### src/rtl/store_unit_ctrl_pkg.sv
// rtl/store_unit_ctrl_pkg.sv - shared constants and FSM state type for the store unit
//
// Purpose : store opcode, funct3 store widths, error codes and the controller
//           state enum, imported by store_lane_align and store_unit_ctrl.
// Ports   : none (package).

package store_pkg;

   localparam logic [6:0] OPC_STORE    = 7'b0100011;

   localparam logic [2:0] F3_SB        = 3'b000;
   localparam logic [2:0] F3_SH        = 3'b001;
   localparam logic [2:0] F3_SW        = 3'b010;

   localparam logic [1:0] ERR_NONE     = 2'b00;
   localparam logic [1:0] ERR_MISALIGN = 2'b01;
   localparam logic [1:0] ERR_ILLEGAL  = 2'b10;
   localparam logic [1:0] ERR_TIMEOUT  = 2'b11;

   typedef enum logic [1:0] {
      ST_IDLE     = 2'd0,
      ST_ISSUE    = 2'd1,
      ST_WAIT_ACK = 2'd2
   } state_t;

endpackage

### src/rtl/store_unit_ctrl_lane_align.sv
// rtl/store_unit_ctrl_lane_align.sv - combinational byte-lane steering and store checks
//
// Purpose : from funct3 and the low address bits, produce byte enables,
//           lane-replicated write data and the misaligned / illegal flags.
// Ports   : i_funct3     store width (SB/SH/SW)
//           i_addr_lo    effective address bits [1:0]
//           i_data       raw rs2 value
//           o_be         byte enables, bit i = byte lane i
//           o_wdata      write data replicated across lanes
//           o_misaligned SH on odd address or SW not word aligned
//           o_illegal    funct3 is not a store width

module store_lane_align
   import store_pkg::*;
(
   input  logic [2:0]  i_funct3,
   input  logic [1:0]  i_addr_lo,
   input  logic [31:0] i_data,
   output logic [3:0]  o_be,
   output logic [31:0] o_wdata,
   output logic        o_misaligned,
   output logic        o_illegal
);

   always_comb begin
      o_be         = 4'b0000;
      o_wdata      = 32'h0;
      o_misaligned = 1'b0;
      o_illegal    = 1'b0;
      case (i_funct3)
         F3_SB: begin
            o_be    = 4'b0001 << i_addr_lo;
            o_wdata = {4{i_data[7:0]}};
         end
         F3_SH: begin
            o_be         = i_addr_lo[1] ? 4'b1100 : 4'b0011;
            o_wdata      = {2{i_data[15:0]}};
            o_misaligned = i_addr_lo[0];
         end
         F3_SW: begin
            o_be         = 4'b1111;
            o_wdata      = i_data;
            o_misaligned = |i_addr_lo;
         end
         default: begin
            o_illegal = 1'b1;
         end
      endcase
   end

endmodule

### src/rtl/store_unit_ctrl.sv
// rtl/store_unit_ctrl.sv - S-type store sequencer with req/gnt/ack memory handshake
//
// Purpose : accepts one store per valid/ready handshake, checks it, captures
//           word address / byte enables / replicated data, runs the memory
//           handshake under a timeout and reports done / err as 1-cycle pulses.
// Ports   : i_clk, i_rst_n              clock, async active-low reset
//           i_st_valid, o_st_ready      request handshake
//           i_st_funct3/addr/data       store width, effective address, rs2
//           o_mem_req/addr/wdata/be     memory request and payload
//           i_mem_gnt, i_mem_ack        memory accept / write commit
//           o_busy                      not in IDLE
//           o_done, o_err, o_err_code   completion / abort pulse and cause

module store_unit_ctrl
   import store_pkg::*;
#(
   parameter int TIMEOUT_CYCLES = 16,
   parameter int CNT_W          = 5
)(
   input  logic        i_clk,
   input  logic        i_rst_n,
   input  logic        i_st_valid,
   output logic        o_st_ready,
   input  logic [2:0]  i_st_funct3,
   input  logic [31:0] i_st_addr,
   input  logic [31:0] i_st_data,
   output logic        o_mem_req,
   output logic [31:0] o_mem_addr,
   output logic [31:0] o_mem_wdata,
   output logic [3:0]  o_mem_be,
   input  logic        i_mem_gnt,
   input  logic        i_mem_ack,
   output logic        o_busy,
   output logic        o_done,
   output logic        o_err,
   output logic [1:0]  o_err_code
);

   localparam logic [CNT_W-1:0] TO_LAST = CNT_W'(TIMEOUT_CYCLES - 1);

   state_t            r_state;
   logic [CNT_W-1:0]  r_cnt;
   logic [31:0]       r_mem_addr;
   logic [31:0]       r_mem_wdata;
   logic [3:0]        r_mem_be;
   logic              r_done;
   logic              r_err;
   logic [1:0]        r_err_code;

   state_t            w_state_nxt;
   logic [CNT_W-1:0]  w_cnt_nxt;
   logic              w_done_nxt;
   logic              w_err_nxt;
   logic [1:0]        w_code_nxt;
   logic              w_capture;

   logic [3:0]        w_be;
   logic [31:0]       w_wdata;
   logic              w_misaligned;
   logic              w_illegal;

   store_lane_align u_lane_align (
      .i_funct3     (i_st_funct3),
      .i_addr_lo    (i_st_addr[1:0]),
      .i_data       (i_st_data),
      .o_be         (w_be),
      .o_wdata      (w_wdata),
      .o_misaligned (w_misaligned),
      .o_illegal    (w_illegal)
   );

   always_ff @(posedge i_clk or negedge i_rst_n) begin
      if (!i_rst_n) begin
         r_state     <= ST_IDLE;
         r_cnt       <= '0;
         r_mem_addr  <= 32'h0;
         r_mem_wdata <= 32'h0;
         r_mem_be    <= 4'h0;
         r_done      <= 1'b0;
         r_err       <= 1'b0;
         r_err_code  <= ERR_NONE;
      end else begin
         r_state    <= w_state_nxt;
         r_cnt      <= w_cnt_nxt;
         r_done     <= w_done_nxt;
         r_err      <= w_err_nxt;
         r_err_code <= w_code_nxt;
         if (w_capture) begin
            r_mem_addr  <= {i_st_addr[31:2], 2'b00};
            r_mem_wdata <= w_wdata;
            r_mem_be    <= w_be;
         end
      end
   end

   // Illegal funct3 takes precedence over misalignment. gnt+ack together in
   // ISSUE, or ack in WAIT_ACK, beats a timeout landing in the same cycle.
   always_comb begin
      w_state_nxt = r_state;
      w_cnt_nxt   = r_cnt;
      w_done_nxt  = 1'b0;
      w_err_nxt   = 1'b0;
      w_code_nxt  = ERR_NONE;
      w_capture   = 1'b0;
      case (r_state)
         ST_IDLE: begin
            if (i_st_valid) begin
               if (w_illegal) begin
                  w_err_nxt  = 1'b1;
                  w_code_nxt = ERR_ILLEGAL;
               end else if (w_misaligned) begin
                  w_err_nxt  = 1'b1;
                  w_code_nxt = ERR_MISALIGN;
               end else begin
                  w_capture   = 1'b1;
                  w_cnt_nxt   = '0;
                  w_state_nxt = ST_ISSUE;
               end
            end
         end
         ST_ISSUE: begin
            w_cnt_nxt = r_cnt + CNT_W'(1);
            if (i_mem_gnt && i_mem_ack) begin
               w_done_nxt  = 1'b1;
               w_state_nxt = ST_IDLE;
            end else if (r_cnt == TO_LAST) begin
               w_err_nxt   = 1'b1;
               w_code_nxt  = ERR_TIMEOUT;
               w_state_nxt = ST_IDLE;
            end else if (i_mem_gnt) begin
               w_state_nxt = ST_WAIT_ACK;
            end
         end
         ST_WAIT_ACK: begin
            w_cnt_nxt = r_cnt + CNT_W'(1);
            if (i_mem_ack) begin
               w_done_nxt  = 1'b1;
               w_state_nxt = ST_IDLE;
            end else if (r_cnt == TO_LAST) begin
               w_err_nxt   = 1'b1;
               w_code_nxt  = ERR_TIMEOUT;
               w_state_nxt = ST_IDLE;
            end
         end
         default: begin
            w_state_nxt = ST_IDLE;
         end
      endcase
   end

   assign o_st_ready  = (r_state == ST_IDLE);
   assign o_busy      = (r_state != ST_IDLE);
   assign o_mem_req   = (r_state == ST_ISSUE);
   assign o_mem_addr  = r_mem_addr;
   assign o_mem_wdata = r_mem_wdata;
   assign o_mem_be    = r_mem_be;
   assign o_done      = r_done;
   assign o_err       = r_err;
   assign o_err_code  = r_err_code;

endmodule
### config.mk
export PLATFORM = sky130hd
export DESIGN_NAME = store_unit_ctrl
export DESIGN_NICKNAME = d
export VERILOG_FILES = /design/src/rtl/store_unit_ctrl_pkg.sv /design/src/rtl/store_unit_ctrl_lane_align.sv /design/src/rtl/store_unit_ctrl.sv
export SDC_FILE = /design/constraint.sdc
export NUM_CORES = 1
export LEC_CHECK = 0
export ABC_AREA = 1
export BUFFER_PORTS_ARGS = -buffer_cell sky130_fd_sc_hd__buf_2
export CAP_MARGIN = 0
export CORE_MARGIN = 2
export CORE_UTILIZATION = 48
export DETAILED_ROUTE_END_ITERATION = 16
export PLACE_DENSITY_LB_ADDON = 0.15
export SYNTH_ARGS = -nofsm -noshare
export SYNTH_HDL_FRONTEND = slang
export SYNTH_SLANG_ARGS = --single-unit
### constraint.sdc
create_clock -name i_clk -period 2.06 [get_ports i_clk]
set_input_delay 0.103 -clock i_clk [delete_from_list [all_inputs] [get_ports i_clk]]
set_output_delay 0.103 -clock i_clk [all_outputs]
set_load 0.02 [all_outputs]
==> impl_metrics.ini, run 1 <==
[run_status]
status = finished, final reports clean

[critical_path]
r2r-end = o_mem_wdata[18]
critPathArrivalTime_ns = 2.10
startpoint_type = flip-flop
endpoint_kind = flip-flop
cp.required_ns = 2.34
r2r-start = r_state[0]
cp_max_fo = 14
worstSetupPathType = reg -> reg
worst_r2r_path_depth = 9
r2r_slack_ns = 0.24

[synth]
yosysMostFrequentCell = nand2_1
yosysUniqueCellTypes = 22
ys_top_cells_by_count = nand2_1 (256), dfrtp_1 (77), nand3_1 (40), inv_1 (19), buf_2 (15)
synth-seq-cells = 77
synth.area.mux_share_pct = 0
synth-edff-count = 0
synth_compound_area_share_pct = 1.27
ys_seq_area_share_pct = 54.5
synthAdderAreaFrac_pct = 2.12
synth_top_family_by_area = simple AND/OR/NAND/NOR gates
synth-xor-area-share_pct = 0.248
async_flop_share_pct = 100
synth_flop_cell = dfrtp_1
syn_avg_cell_area_um2 = 7.80
synth_largest_area_cell = dfrtp_1
syn_inst = 453
synth.area.top_cells = dfrtp_1 (55%), nand2_1 (27%), nand3_1 (5.7%)
synth-simple-area-share_pct = 37.0
synth_warnings = 0
netlist_area_um2 = 3530
netlist.area_leader.share_pct = 54.5

[global_routing]
first_global_vias = 3243
grtUsageMet3_pct = 5.28
met2_usage_pct = 37.4
gr-total-overflow = 0
antenna_found_initial = 0
grt_use_met1_pct = 33.9
grt_pass1_wl_um = 15800
top_usage_layer = met2
gr-usage-all-layers_pct = 23.9
grt_max_degree = 78

[timing]
fmax_mhz = 549
fin_hold_ws_ns = 0.00460
min_period_ns = 1.82
fin_crit_sh_pct = 88.4
layout_setup_ws_ns = 0.239
slew_violations = 0
fin_skew_ns = 0.00751
setup_viol = 0
finalSetupTns_ns = 0
hold_viol = 0
rsz0062_at_grt = no

[detailed_routing]
drt_iter0_markers = 167
drcViolationCount = 0
ant_nets = 0
vias = 3498
vias_per_cell = 4.70
routedWlPerCell_um = 12.8
dr.pass1.iters = 4
wl_um = 9530

[min_path]
hold_depth = 3
hp-class = in -> reg
min_to = o_mem_wdata[22]
hp-start = i_st_data[22]

[layout]
num_antenna_cells = 0
syn2layout_area_growth_pct = 40.8
fin_nets = 718
num-fill-cells = 596
drive_gt1_share_pct = 27.6

[placement]
port_buffers = 144
place.gp.congestion = 0.803
pre_cts_ws_ns = 0.141
dpl.hpwl_um = 6460

[power_and_ir_drop]
p_leak_nw = 2.92
powerDensity_nw_per_um2 = 1270
ir_worst_vdd_mv = 0.724
power_mw = 6.33

[clock_network]
clk_pin_slew_ns = 0.08
clock-root-buffer = clkbuf_8
cts-buffers-inserted = 9
htree_levels = 3
numClockSinks = 77
cts_setup_buffers = 0
clk_latency_ns = 0.35
cts_buffer_depth = 2
cts_tree = yes

[floorplanning]
coreArea_um2 = 7180
die_height_um = 89.8
start_util_pct = 49.2
dieArea_um2 = 8060
ioPinCount = 147
die_x_um = 89.8
rows = 31

[job]
cap_violations = 0
## layout by cell type (no fill, tap or decap), drive strengths merged
| master | synthesis | final |
|---|---|---|
| nand3 | 42 | 42 |
| conb | 1 | 2 |
| clkinv | 1 | 4 |
| nand3b | 2 | 2 |
| clkinvlp | 0 | 2 |
| inv | 19 | 21 |
| clkbuf | 0 | 9 |
| o21ai | 3 | 3 |
| nand4 | 2 | 2 |
| dlygate4sd3 | 0 | 38 |
| ha | 6 | 6 |
| or2 | 1 | 1 |
| nor3 | 2 | 2 |
| nand2 | 258 | 258 |
| xor2 | 1 | 1 |
| a21oi | 6 | 6 |
| dfrtp | 77 | 77 |
| nor2 | 15 | 15 |
| buf | 17 | 154 |
## worst max path at each step
stage	endpoint	cells past startpoint	from
finish	o_mem_wdata[18]	9	r_state[0]
global route	r_cnt[3]	11	r_state[0]
CTS	r_cnt[1]	11	r_state[0]
detailed placement	r_cnt[3]	11	r_state[0]
global placement	r_cnt[3]	11	r_state[0]
floorplan	o_mem_wdata[17]	10	r_state[0]
## cell type report
cell class | count | area [µm²] | area share [%]
Clock buffer | 9 | 124 | 2.49
Multi-Input combinational cell | 340 | 1450 | 29.0
Clock inverter | 7 | 57.6 | 1.16
Inverter | 20 | 75.1 | 1.51
Sequential cell | 77 | 1930 | 38.7
Tap cell | 99 | 124 | 2.49
Timing Repair Buffer | 192 | 1220 | 24.6
## layer usage
| layer | part of all wire [%] | wire length (µm) | up-vias |
|---|---|---|---|
| met4 | 1.3 | 123 | 0 |
| met1 | 47 | 4490 | 1597 |
| met3 | 5.8 | 556 | 13 |
| li1 | - | - | 1773 |
| met5 | 0 | 0 | - |
| met2 | 46 | 4370 | 115 |
## critical path, stage by stage (launching register included)
cell and delay (ns):
dfrtp_1 0.42, inv_1 0.10, ha_1 0.22, nand2_1 0.07, inv_1 0.08, nand2_1 0.10
nor2_4 0.33, buf_4 0.26, nand3_1 0.09, nand3_1 0.09
## registers in the layout (all words and copies together), names as in the netlist
signal / cells
o_mem_wdata: 32
r_state: 2
o_err_code: 2
o_mem_addr: 30
o_mem_be: 4
o_err: 1
r_cnt: 5
o_done: 1
## power breakdown
part           leakage [nW]  total, mW  switching (mW)  internal (mW)
Combinational          1.84       2.78            1.83          0.949
Sequential            0.995       2.50           0.353           2.15
Clock                0.0877       1.05           0.595          0.451
Total                  2.92       6.33            2.78           3.55
## repair_timing
action / 4_1_cts / 5_1_grt
hold buffers: 38 / 0
gates resized for setup: 0 / 2
setup endpoints to repair: 0 / 5
hold endpoints to repair: 114 / 0
## metrics by stage
step	util, %	instance area, µm²	cells
after global placement	61.4	4410	690
after CTS	69.2	4970	744
after floorplan	-	3540	454
after global routing	69.3	4980	744
after detailed placement	61.4	4410	690
final	69.3	4980	744
## cell families (layout without fill, tap and decap cells)
group                      Yosys count  count (layout)
and+or+nand+nor                    322             322
buffers and inverters               37             228
AOI/OAI and AO/OA                    9               9
xor gates and xnor gates             1               1
DFF                                 77              77
adders and majority gates            6               6
other                                1               2
(Power assumes the default switching activity.)
==> run 2, diff against run 1 <==
--- a/config.mk
+++ b/config.mk
@@ -8,6 +8,7 @@
 export ABC_AREA = 1
 export BUFFER_PORTS_ARGS = -buffer_cell sky130_fd_sc_hd__buf_2
 export CAP_MARGIN = 0
+export CORE_ASPECT_RATIO = 1.5
 export CORE_MARGIN = 2
 export CORE_UTILIZATION = 48
 export DETAILED_ROUTE_END_ITERATION = 16
==> impl_metrics.ini, run 2 (same netlist as run 1, synthesis figures left out) <==
[layout]
fin_nets = 717
fin_cells = 744
largest_register_ffs = 32
drive_gt1_share_pct = 27.0
layout_commonest_cell = nand2_1
fin_util_pct = 69.4
num_antenna_cells = 0
syn2layout_area_growth_pct = 41.0
layout_common_cells = nand2_1 (256), buf_2 (143), dfrtp_1 (77)

[floorplanning]
dieArea_um2 = 8080
coreArea_um2 = 7180
start_util_pct = 49.2
ioPinCount = 147
die_x_um = 74.1
rows = 38
die_height_um = 109

[global_routing]
antenna_found_initial = 0
grt_max_degree = 74
gr-usage-all-layers_pct = 25.0
grt_pass1_wl_um = 15500
gr-total-overflow = 0
first_global_vias = 3399

[critical_path]
path_buf_inv = 4
crit_family = simple AND/OR/NAND/NOR gates
worstSetupPathType = reg -> reg
cp.required_ns = 2.31
worst-path-stages = 11
r2r_slack_ns = 0.24
worst_r2r_path_depth = 11
crit_path_max_incr_delay_ns = 0.40
cp_max_fo = 34
endpoint = r_cnt[2]
path_cells = inv_1 -> ha_1 -> nand2_1 -> inv_1 -> nand2_1 -> inv_1 -> nand3_2 -> buf_6 -> nand2_1 -> nand2_1 -> nand2_1
critPathMostFrequentCell = nand2_1
endpoint_kind = flip-flop
critPathLaunch = r_state[1]
critPathArrivalTime_ns = 2.06
r2r-start = r_state[1]
startpoint_type = flip-flop
r2r-end = r_cnt[2]
cp_slowest_cell = dfrtp_1

[timing]
slew_violations = 0
fin_skew_ns = 0.00863
fin_crit_sh_pct = 88.2
fmax_mhz = 550
setup_viol = 0
tightestPinTransition_ns = 0.536
relSlewSlack_pct = 64.0
layout_setup_ws_ns = 0.242
fin_hold_ws_ns = 0.0109
rsz0062_at_grt = no
min_period_ns = 1.82
hold_viol = 0
finalSetupTns_ns = 0

[power_and_ir_drop]
ir_worst_vdd_mv = 0.846
clkPwrFrac_pct = 18.2
powerDensity_nw_per_um2 = 1300
internal_power_mw = 3.67
power.switching_mw = 2.79
p_leak_nw = 2.92
seqPwrFrac_pct = 38.4
swShare_pct = 43.2
pwr-share-comb_pct = 43.3

[placement]
port_buffers = 144
placed_cells = 687
pre_cts_ws_ns = 0.162
place.gp.congestion = 0.835
dpl.hpwl_um = 6740

[detailed_routing]
routedWlPerCell_um = 13.0
vias = 3519
dr.pass1.iters = 4
drt_iter0_markers = 228
vias_per_cell = 4.73
wl_um = 9680
ant_nets = 0
drcViolationCount = 0

[clock_network]
htree_levels = 3
cts_buffer_depth = 2
cts-buffers-inserted = 9
numClockSinks = 77
clk_pin_slew_ns = 0.09
clock-root-buffer = clkbuf_8
cts_setup_buffers = 0
cts_tree = yes
clk_latency_ns = 0.35

[run_status]
status = finished, final reports clean

[job]
cap_violations = 0

[min_path]
hp-class = in -> reg
==> run 2: changes by cell type in the layout (fill, tap and decap cells not counted), sizes merged <==
cell         previous run  this run
clkinvlp                2         1
inv                    21        23
buf                   154       150
dlygate4sd3            38        41
clkinv                  4         2
bufinv                  0         1
==> run 2: routing by layer <==
metal	GRT usage, %	routed length [µm]
met4	8.96	239
met1	29.5	3740
met3	7.39	677
met2	42.6	5030
met5	0	0
==> run 2: worst min path at each step <==
stage                  start         endpoint  slack, ns  cells past startpoint
2_1_floorplan        i_rst_n           o_done      -0.19                      0
3_3_place_gp         i_rst_n   o_mem_addr[14]       0.07                      1
3_5_place_dp         i_rst_n   o_mem_addr[16]       0.08                      1
4_1_cts        i_st_data[22]  o_mem_wdata[22]      0.002                      3
5_1_grt        i_st_data[21]  o_mem_wdata[21]      0.005                      3
6_report       i_st_data[18]  o_mem_wdata[18]       0.01                      3
==> run 2: power by group through the flow <==
stage               Combinational [mW]  Clock, mW  Sequential [mW]
global placement                  2.69          0             2.49
floorplan                        0.946          0             3.27
CTS                               2.81       1.20             2.49
finish                            2.80       1.18             2.48
global route                      3.08       1.28             2.56
detailed placement                2.74          0             2.51
==> run 2: tightest hold or removal path, delay by kind of cell <==
family / cells / cell delay (ns)
buf+inv: 1 / 0.09
simple gates: 2 / 0.15
==> run 2: what timing repair did <==
item,in CTS,in global routing
resized for setup,0,1
hold buffers,41,0
endpoints found under the setup margin,0,5
endpoints found under the hold margin,72,0
==> run 2: through the flow <==
step / total power, mW / instance area (µm²)
2_1_floorplan: 4.21 / 3540
3_3_place_gp: 5.18 / 4370
3_5_place_dp: 5.26 / 4370
4_1_cts: 6.50 / 4980
5_1_grt: 6.92 / 4980
6_report: 6.46 / 4980
==> run 2: cell type report <==
cell class                      instances  area [µm²]
Clock inverter                          7        80.1
Timing Repair Buffer                  191        1210
Multi-Input combinational cell        340        1450
Clock buffer                            9         124
Sequential cell                        77        1930
Tap cell                              100         125
Inverter                               20        75.1
Fill cell                             642        2200
==> run 3, diff against run 2 <==
--- a/config.mk
+++ b/config.mk
@@ -10,7 +10,8 @@
 export CAP_MARGIN = 0
 export CORE_ASPECT_RATIO = 1.5
 export CORE_MARGIN = 2
-export CORE_UTILIZATION = 48
+export CORE_UTILIZATION = 50
+export CTS_BUF_LIST = sky130_fd_sc_hd__clkbuf_8
 export DETAILED_ROUTE_END_ITERATION = 16
 export PLACE_DENSITY_LB_ADDON = 0.15
 export SYNTH_ARGS = -nofsm -noshare
==> impl_metrics.ini, run 3 (same netlist as run 1, synthesis figures left out) <==
[placement]
port_buffers = 144
dpl.hpwl_um = 6620
place.gp.congestion = 0.887

[critical_path]
worstSetupPathType = reg -> reg
crit_path_max_incr_delay_ns = 0.44
cp.required_ns = 2.36
cp_slowest_cell = buf_4
critPathMostFrequentCell = nand2_1
startpoint_type = flip-flop
critPathArrivalTime_ns = 2.17
path_cells = inv_1 -> ha_1 -> nand2_1 -> inv_1 -> nand2_1 -> inv_1 -> nand3_2 -> buf_4 -> nand2_1 -> nand2_1
endpoint_kind = flip-flop
cp_max_fo = 53

[clock_network]
clock-root-buffer = clkbuf_8
cts_setup_buffers = 0
postCtsHoldBufs = 46
cts-buffers-inserted = 9
htree_levels = 3
numClockSinks = 77
cts_tree = yes
clk_pin_slew_ns = 0.07
cts_resized = 0
cts_buffer_depth = 2
clk_latency_ns = 0.36

[timing]
fin_crit_sh_pct = 90.8
fmax_mhz = 535
fin_hold_ws_ns = 0.0168
relSlewSlack_pct = 53.5
setup_viol = 0
slew_violations = 0
min_period_ns = 1.87
finalSetupTns_ns = 0
fin_skew_ns = 0.00509
hold_viol = 0
rsz0062_at_grt = no
tightestPinTransition_ns = 0.693

[global_routing]
gr-usage-all-layers_pct = 27.0
grt_max_degree = 57
gr-total-overflow = 0
grt_pass1_wl_um = 15900
antenna_found_initial = 0
first_global_vias = 3468

[detailed_routing]
dr.pass1.iters = 4
ant_nets = 0
vias_per_cell = 4.99
vias = 3621
drcViolationCount = 0
wl_um = 9960
drt_iter0_markers = 285
routedWlPerCell_um = 13.7

[run_status]
status = finished, final reports clean

[power_and_ir_drop]
powerDensity_nw_per_um2 = 1280
p_leak_nw = 2.95
ir_worst_vdd_mv = 0.591

[floorplanning]
rows = 37
die_height_um = 107
coreArea_um2 = 6850
start_util_pct = 51.6
ioPinCount = 147
dieArea_um2 = 7770
die_x_um = 72.6

[layout]
seq_area_um2 = 1930
largest_register_ffs = 32
num-fill-cells = 558
fin_nets = 722
layout_common_cells = nand2_1 (256), buf_2 (143), dfrtp_1 (77)
layout_commonest_cell = nand2_1
num_antenna_cells = 0
syn2layout_area_growth_pct = 41.4
drive_gt1_share_pct = 26.5
multi_input_area_um2 = 1450

[min_path]
hp-class = in -> reg

[job]
cap_violations = 0
run 3: cell types whose count changed in the layout (fill, tap and decap cells not counted), sizes merged:
cell	previous run	this run
dlygate4sd3	41	46
inv	23	20
bufinv	1	0
clkinv	2	1
clkinvlp	1	0
clkbuf	9	14
run 3: stage by stage:
step / total power, mW / setup slack (ns) / area, µm² / instances / util [%]
final: 6.41 / 0.191 / 4990 / 726 / 72.9
after global routing: 6.86 / 0.0236 / 4990 / 726 / 72.9
after CTS: 6.43 / 0.192 / 4990 / 726 / 72.9
after detailed placement: 5.24 / 0.209 / 4340 / 665 / 63.3
after global placement: 5.16 / 0.304 / 4340 / 665 / 63.3
after floorplan: 4.21 / 0.376 / 3540 / 454 / -
run 3: cell type report:
| cell class | instances | area share [%] |
|---|---|---|
| clock buffers | 14 | 3.86 |
| multi-input cells | 340 | 28.9 |
| repair buffers | 196 | 25.1 |
| flip-flops and latches | 77 | 38.6 |
| well taps | 78 | 1.95 |
| clock inverters | 1 | 0.0752 |
| inverters | 20 | 1.50 |
run 3: worst max-delay path: cells and delay by family (launching register included):
kind | cells | cell delay [ns]
adders and majority gates | 1 | 0.25
buffers and inverters | 4 | 0.65
DFF | 1 | 0.39
and+or+nand+nor | 5 | 0.48
run 3: layer usage:
layer	share of wire [%]	wire length (µm)	up-vias	GRT usage [%]
met1	39	3870	1700	30.4
met2	52	5220	117	47.3
met3	5.3	531	24	5.64
met4	3.4	337	0	13.4
li1	-	-	1780	-
met5	0	0	-	0
run 3: report_power, final:
group | internal (mW) | switching [mW] | leakage, nW | total, mW
Combinational | 0.943 | 1.85 | 1.85 | 2.79
Sequential | 2.15 | 0.350 | 0.995 | 2.50
Clock | 0.592 | 0.525 | 0.106 | 1.12
run 3: worst paths after layout:
kind                                 start              end  slack (ns)  depth (start not counted)
setup / recovery                r_state[0]  o_mem_wdata[23]        0.19                         10
hold / removal                i_st_data[4]   o_mem_wdata[4]        0.02                          3
setup reg to reg                r_state[0]  o_mem_wdata[23]        0.19                         10
hold reg to reg            o_mem_wdata[14]  o_mem_wdata[14]        0.47                          2
max in group asynchronous          i_rst_n   o_mem_addr[22]        1.23                          3
min in group asynchronous          i_rst_n   o_mem_addr[21]        0.24                          2
